File: src/rtl/braille_pkg.sv
// Shared braille definitions: dot masks, the 27-entry cell table (space + a..z),
// BCD code helpers and the encoder FSM state type.
package braille_pkg;

  localparam logic [5:0] DOT1 = 6'b000001;
  localparam logic [5:0] DOT2 = 6'b000010;
  localparam logic [5:0] DOT3 = 6'b000100;
  localparam logic [5:0] DOT4 = 6'b001000;
  localparam logic [5:0] DOT5 = 6'b010000;
  localparam logic [5:0] DOT6 = 6'b100000;

  localparam int unsigned CODE_MAX = 26;

  // First decade a..j; the other two decades are derived by adding dots 3 and 3+6
  localparam logic [5:0] CELL_A = DOT1;
  localparam logic [5:0] CELL_B = DOT1 | DOT2;
  localparam logic [5:0] CELL_C = DOT1 | DOT4;
  localparam logic [5:0] CELL_D = DOT1 | DOT4 | DOT5;
  localparam logic [5:0] CELL_E = DOT1 | DOT5;
  localparam logic [5:0] CELL_F = DOT1 | DOT2 | DOT4;
  localparam logic [5:0] CELL_G = DOT1 | DOT2 | DOT4 | DOT5;
  localparam logic [5:0] CELL_H = DOT1 | DOT2 | DOT5;
  localparam logic [5:0] CELL_I = DOT2 | DOT4;
  localparam logic [5:0] CELL_J = DOT2 | DOT4 | DOT5;

  localparam logic [5:0] CELL_TABLE [27] = '{
    6'b000000,
    CELL_A, CELL_B, CELL_C, CELL_D, CELL_E,
    CELL_F, CELL_G, CELL_H, CELL_I, CELL_J,
    CELL_A | DOT3, CELL_B | DOT3, CELL_C | DOT3, CELL_D | DOT3, CELL_E | DOT3,
    CELL_F | DOT3, CELL_G | DOT3, CELL_H | DOT3, CELL_I | DOT3, CELL_J | DOT3,
    CELL_A | DOT3 | DOT6, CELL_B | DOT3 | DOT6,
    DOT2 | DOT4 | DOT5 | DOT6,
    CELL_C | DOT3 | DOT6, CELL_D | DOT3 | DOT6, CELL_E | DOT3 | DOT6
  };

  typedef enum logic [1:0] {
    IDLE = 2'd0,
    SHOW = 2'd1,
    GAP  = 2'd2
  } state_t;

  function automatic logic bcd_code_valid(input logic [3:0] x, input logic [3:0] y);
    logic [6:0] value;
    value = {x, 3'b000} + {2'b00, x, 1'b0} + {3'b000, y};
    return (x <= 4'd9) && (y <= 4'd9) && (value <= 7'(CODE_MAX));
  endfunction

  // Low five bits of 10*x+y; only meaningful when the code is valid
  function automatic logic [4:0] bcd_code_index(input logic [3:0] x, input logic [3:0] y);
    return {x[1:0], 3'b000} + {x, 1'b0} + {1'b0, y};
  endfunction

endpackage

File: src/rtl/braille_cell_lut.sv
// Combinational BCD-to-braille cell lookup; invalid codes yield a blank cell
// with code_ok low.
module braille_cell_lut
  import braille_pkg::*;
(
  input  logic [3:0] in_x,
  input  logic [3:0] in_y,
  output logic [5:0] dots_next,
  output logic       code_ok
);

  logic [4:0] idx_s;

  assign code_ok = bcd_code_valid(in_x, in_y);
  assign idx_s   = bcd_code_index(in_x, in_y);

  // Table lookup, gated so an out-of-range index never reaches the table
  always_comb begin
    dots_next = 6'b000000;
    if (code_ok) begin
      dots_next = CELL_TABLE[idx_s];
    end else begin
      dots_next = 6'b000000;
    end
  end

endmodule

File: src/rtl/bcd_to_braille_encoder.sv
// Accepts BCD character codes over valid/ready and shows each braille cell on a
// registered bus for HOLD_CYCLES, followed by GAP_CYCLES of blank.
module bcd_to_braille_encoder
  import braille_pkg::*;
#(
  parameter int HOLD_CYCLES = 1000,
  parameter int GAP_CYCLES  = 200,
  parameter int CNT_W       = 16
) (
  input  logic       clk,
  input  logic       rst_n,
  input  logic       in_valid,
  output logic       in_ready,
  input  logic [3:0] in_x,
  input  logic [3:0] in_y,
  output logic [5:0] dots,
  output logic       cell_valid,
  output logic       cell_done,
  output logic       err_pulse,
  output logic [7:0] err_count
);

  localparam logic [CNT_W-1:0] HOLD_LOAD = CNT_W'(HOLD_CYCLES - 1);
  localparam logic [CNT_W-1:0] GAP_LOAD  = (GAP_CYCLES > 0) ? CNT_W'(GAP_CYCLES - 1) : '0;
  localparam logic             HAS_GAP   = (GAP_CYCLES > 0);

  state_t           state_r, next_state_s;
  logic [CNT_W-1:0] cnt_r, cnt_nxt_s;
  logic [5:0]       dots_r, dots_nxt_s;
  logic             cell_valid_r, cell_valid_nxt_s;
  logic             cell_done_r, cell_done_nxt_s;
  logic             err_pulse_r, err_pulse_nxt_s;
  logic [7:0]       err_count_r, err_count_nxt_s;
  logic [5:0]       lut_dots_s;
  logic             lut_ok_s;
  logic             handshake_s;

  braille_cell_lut u_lut (
    .in_x      (in_x),
    .in_y      (in_y),
    .dots_next (lut_dots_s),
    .code_ok   (lut_ok_s)
  );

  assign in_ready    = (state_r == IDLE);
  assign handshake_s = in_valid && in_ready;

  // Next-state, counter and output-register values
  always_comb begin
    next_state_s     = state_r;
    cnt_nxt_s        = cnt_r;
    dots_nxt_s       = dots_r;
    cell_valid_nxt_s = cell_valid_r;
    err_pulse_nxt_s  = 1'b0;
    err_count_nxt_s  = err_count_r;
    case (state_r)
      IDLE: begin
        if (handshake_s && lut_ok_s) begin
          dots_nxt_s       = lut_dots_s;
          cell_valid_nxt_s = 1'b1;
          cnt_nxt_s        = HOLD_LOAD;
          next_state_s     = SHOW;
        end else if (handshake_s) begin
          err_pulse_nxt_s = 1'b1;
          if (err_count_r != 8'hFF) begin
            err_count_nxt_s = err_count_r + 8'd1;
          end else begin
            err_count_nxt_s = err_count_r;
          end
        end else begin
          next_state_s = IDLE;
        end
      end
      SHOW: begin
        if (cnt_r == '0) begin
          dots_nxt_s       = 6'b000000;
          cell_valid_nxt_s = 1'b0;
          if (HAS_GAP) begin
            cnt_nxt_s    = GAP_LOAD;
            next_state_s = GAP;
          end else begin
            cnt_nxt_s    = '0;
            next_state_s = IDLE;
          end
        end else begin
          cnt_nxt_s = cnt_r - 1'b1;
        end
      end
      GAP: begin
        if (cnt_r == '0) begin
          next_state_s = IDLE;
        end else begin
          cnt_nxt_s = cnt_r - 1'b1;
        end
      end
      default: begin
        next_state_s     = IDLE;
        cnt_nxt_s        = '0;
        dots_nxt_s       = 6'b000000;
        cell_valid_nxt_s = 1'b0;
      end
    endcase
    // Registered so the pulse lines up with the final SHOW cycle
    cell_done_nxt_s = (next_state_s == SHOW) && (cnt_nxt_s == '0);
  end

  // State, counter and registered outputs
  always_ff @(posedge clk or negedge rst_n) begin
    if (!rst_n) begin
      state_r      <= IDLE;
      cnt_r        <= '0;
      dots_r       <= 6'b000000;
      cell_valid_r <= 1'b0;
      cell_done_r  <= 1'b0;
      err_pulse_r  <= 1'b0;
      err_count_r  <= 8'd0;
    end else begin
      state_r      <= next_state_s;
      cnt_r        <= cnt_nxt_s;
      dots_r       <= dots_nxt_s;
      cell_valid_r <= cell_valid_nxt_s;
      cell_done_r  <= cell_done_nxt_s;
      err_pulse_r  <= err_pulse_nxt_s;
      err_count_r  <= err_count_nxt_s;
    end
  end

  assign dots       = dots_r;
  assign cell_valid = cell_valid_r;
  assign cell_done  = cell_done_r;
  assign err_pulse  = err_pulse_r;
  assign err_count  = err_count_r;

endmodule

File: config.mk
export PLATFORM = sky130hd
export DESIGN_NAME = bcd_to_braille_encoder
export DESIGN_NICKNAME = d
export VERILOG_FILES = /design/src/rtl/braille_pkg.sv /design/src/rtl/braille_cell_lut.sv /design/src/rtl/bcd_to_braille_encoder.sv
export SDC_FILE = /design/constraint.sdc
export NUM_CORES = 1
export LEC_CHECK = 0
export ABC_CLOCK_PERIOD_IN_PS = 3110
export CAP_MARGIN = 20
export CORE_ASPECT_RATIO = 0.75
export CORE_MARGIN = 2
export CORE_UTILIZATION = 50
export DETAILED_ROUTE_END_ITERATION = 16
export PLACE_DENSITY_LB_ADDON = 0.2
export SLEW_MARGIN = 20
export SYNTH_ARGS = -nofsm -noshare
export SYNTH_HDL_FRONTEND = slang
export SYNTH_SLANG_ARGS = --single-unit
File: constraint.sdc
create_clock -name clk -period 3.11 [get_ports clk]
set_input_delay 0.933 -clock clk [delete_from_list [all_inputs] [get_ports clk]]
set_output_delay 0.933 -clock clk [all_outputs]
set_load 0.1 [all_outputs]
==> summary.md, run 1 <==
| Metric | Value |
|---|---|
| Via/cell ratio | 6.02 |
| RSZ-0062 raised after global routing | true |
| Unique masters post-synth | 59 |
| Main flop type after synthesis | dfrtp_1 |
| Avg Synthesized Cell Area | 8.92 sq um |
| Num CTS Buffers | 5 |
| First-pass GRT wire length | 10800 microns |
| Slowest cell on crit path | fa_1 |
| Clk pin slew, worst setup/hold paths | 0.07 ns |
| Post-synthesis register bit count | 35 |
| Die Area | 5730 sq um |
| Mapped cell area | 2570 sq um |
| Cell row count | 22 |
| GP Congestion | 0.899 |
| Initial antenna violation count | 0 |
| Leakage | approximately 1.5 nW |
| Fin crit share | 111% |
| Routed Wire Length | 6830 microns |
| IR drop worst, VDD | 0.873 mV |
| Total GRT Usage | between 20% and 30% |
| Pint | 1.32 mW |
| Status | finished, violations left |
| Synth Warn # | 0 |
| Grt ovf | 0 |
| Sequential share of the synthesized area | roughly a third |
| Clk network pwr share | 11.7% |
| Critical path, cell by cell | buf_8 > fa_1 > inv_1 > fa_2 > buf_6 > xor2_2 > o311ai_2 > buf_4 > nor4_4 > a221o_1 > nand4b_1 > nor4bb_2 |
| Dpl cells | slightly below 400 |
| Initial Util | 52.1% |
| Post-synth EDFFs | 0 |
| Routed length per instance | between 15 and 20 microns |
| Slew HR | 49.4% |
| Hold_sp | cell_valid |
| Clock skew | 0.00373 ns |
| HPWL after detailed placement | about 4800 microns |
| Sw power | 1.38 mW |
| Layout area overhead | 33.7% |
| Setup TNS | -3.82 ns |
| Clk sinks | 35 |
| Worst Setup Path Type | input pin to flip-flop |
| Seq pwr share | 27.0% |
| Endpoint class of the critical path | flip-flop |
| Layout fillers | 357 |
| Max Cap Viol | 0 |
| Clk root buf | clkbuf_8 |
| Via count | 2510 |
| Fin. Hold Viols | 0 |
| Crit path launch | in_x[0] |
| Largest net degree at the start of global routing | 36 |
| Worst Setup Start Kind | input pin |
| DR pass1 iterations | 5 |
| Tot Pwr | 2.70 mW |
| Die Y | 66.1 microns |
| P per Cell Area | 786 nW/um^2 |
| # IOs | 29 |
| Worst Path Required | 3.30 ns |
| Antenna Cells | 0 |
| Critical path arrival | 3.63 ns |
| Core area | a little under 5000 sq um |
| Max Fclk | between 200 and 300 MHz |
| Switching Share | 51.3% |
| HP Class | flip-flop to flip-flop |
| Number of global-route vias before repair | 2185 |
| Drt drc | 0 |
| Setup slack after layout | -0.334 ns |
| Final setup viols | 25 |
| Finished Layout Cells | 417 |
| Final min period | 3.44 ns |
| Port Buf Inserts | 28 |
| H-tree depth | 2 |
| Cell family with most CP delay | adder cells |
| FFs w/ async S/R, synth | 100% |
| Clk_lat worst skew | between 0.2 and 0.3 ns |
| Failing checks | setup timing |
| Share of post-route cells with drive strength above 1 | around a third |
| Syn Nets | 318 |
| Final Max Tran Viols | 0 |
| Clock Path Buffers | 2 |
| R2r startpoint | cnt_r[0] |
| Nets | 386 |
| Post-synthesis cell count | 288 |
| Initial DRC Count | 192 |
| Comb power frac | slightly above 60% |
| Remaining antenna violation count after routing | 0 |
| Crit path largest cell delay | 0.57 ns |
| Chip width | slightly below 90 microns |
| CTS tree | yes |
| Worst-Margin Slew | 0.760 ns |
| CP Buf/Inv Count | 4 |
| Critical Path Fanout Max | 3 |
[placed cells by master, fill, tap and decap left out, types with 3 or more instances in the layout]
cell type	synthesis	layout
a21o_1	3	3
a21oi_1	14	13
a22o_1	5	5
a31oi_1	4	4
and2_1	4	4
and3_1	4	4
buf_4	1	55
buf_6	2	8
clkbuf_8	0	5
clkdlybuf4s50_1	0	3
dfrtp_1	35	35
ha_1	17	13
inv_1	13	11
inv_2	1	3
nand2_1	28	25
nand2_2	0	3
nand3_1	11	9
nand4_1	5	5
nor2_1	19	18
nor2b_1	3	3
nor3_1	11	9
nor4_1	6	6
o211ai_1	6	6
o21ai_0	20	18
o21ai_1	2	3
o31ai_1	3	3
xnor2_1	11	10
xor2_2	0	3
[power by group through the flow]
| stage | logic [mW] | clock network (mW) | registers, mW |
|---|---|---|---|
| 4_1_cts | 1.58 | 0.327 | 0.720 |
| 6_report | 1.65 | 0.317 | 0.730 |
| 3_3_place_gp | 1.48 | 0 | 0.725 |
| 5_1_grt | 1.77 | 0.347 | 0.752 |
| 2_1_floorplan | 0.694 | 0 | 1.13 |
| 3_5_place_dp | 1.50 | 0 | 0.727 |
[through the flow]
step | hold slack, ns | worst slack (ns) | cell area (sq um) | util [%]
floorplan | 0.514 | -0.429 | 2620 | -
global placement | 0.455 | -0.967 | 3120 | 63.3
detailed placement | 0.457 | -1.04 | 3120 | 63.3
CTS | 0.472 | -0.314 | 3310 | 67.2
global route | 0.494 | -0.421 | 3430 | 69.7
finish | 0.471 | -0.334 | 3430 | 69.7
[cell type report]
type / instances / area, sq um / share of cell area (%)
well taps: 60 / 75.1 / 2.19
repair buffers: 73 / 603 / 17.6
inverters: 14 / 52.6 / 1.53
clock inverters: 1 / 5.00 / 0.146
flip-flops and latches: 35 / 876 / 25.5
clock buffers: 7 / 76.3 / 2.22
multi-input cells: 227 / 1750 / 50.9
[kinds of logic after synthesis]
group	share of synthesized area, %
simple gates	24.3
compound gates	19.4
flops	34.1
buf+inv	4.58
fa+ha+maj	9.84
xor+xnor	4.77
mux	2.97
[flip-flops by register name, summed over array words and instances (netlist names)]
| name | count |
|---|---|
| cnt_r | 16 |
| cell_valid | 1 |
| err_pulse | 1 |
| state_r | 2 |
| err_count | 8 |
| cell_done | 1 |
| dots | 6 |
[Yosys cell counts, types with 3 or more instances]
library cell   n  area (sq um)
xnor2_1       11          96.3
a21oi_1       14          70.1
and3_1         4          25.0
dfrtp_1       35           876
nor3_1        11          55.1
xor2_1         3          26.3
nor2b_1        3          18.8
and2_1         4          25.0
nor4_1         6          37.5
nand3_1       11          55.1
a21o_1         3          22.5
clkbuf_1       8          30.0
a22o_1         5          43.8
nand2b_1       3          18.8
ha_1          17           213
o21ai_0       20           100
nand2_1       28           105
o31ai_1        3          22.5
inv_1         13          48.8
nor2_1        19          71.3
nand4_1        5          31.3
o211ai_1       6          45.0
a31oi_1        4          25.0
[worst paths after layout]
kind / end / slack (ns) / cells past startpoint
worst max-delay path: cell_done / -0.33 / 12
worst min-delay path: cell_valid / 0.47 / 2
worst max register to register: cell_done / 0.24 / 9
worst min register to register: cell_valid / 0.47 / 2
max in group asynchronous: cnt_r[0] / 1.91 / 1
min in group asynchronous: cnt_r[6] / 0.72 / 1
[metal layers]
| metal | up-vias | track usage (%) | routed length, microns |
|---|---|---|---|
| met3 | 10 | 5.24 | 459 |
| met1 | 1200 | 37.6 | 3320 |
| met5 | - | 0 | 0 |
| met2 | 99 | 34.1 | 2970 |
| li1 | 1201 | - | - |
| met4 | 0 | 6.64 | 78 |
[worst min-delay path: stages (launching register included)]
cell and delay, ns:
dfrtp_1 0.34, nand2_1 0.05, nand2_1 0.05
[repair_timing]
action	CTS	global route
pin swaps	17	19
hold buffers	0	0
setup buffers	9	5
resized for setup	33	27
setup endpoints to repair	34	30
Power figures use the tool's default switching activity.
==> run 2, diff against run 1 <==
- CAP_MARGIN: 20 -> not set
==> results of run 2 <==
Same layout as run 1: the final DEF is identical, and so are final timing and power.
==> run 3, diff against run 2 <==
- ABC_CLOCK_PERIOD_IN_PS: 3110 -> not set
==> results of run 3 <==
Same layout as run 1: the final DEF is identical, and so are final timing and power.
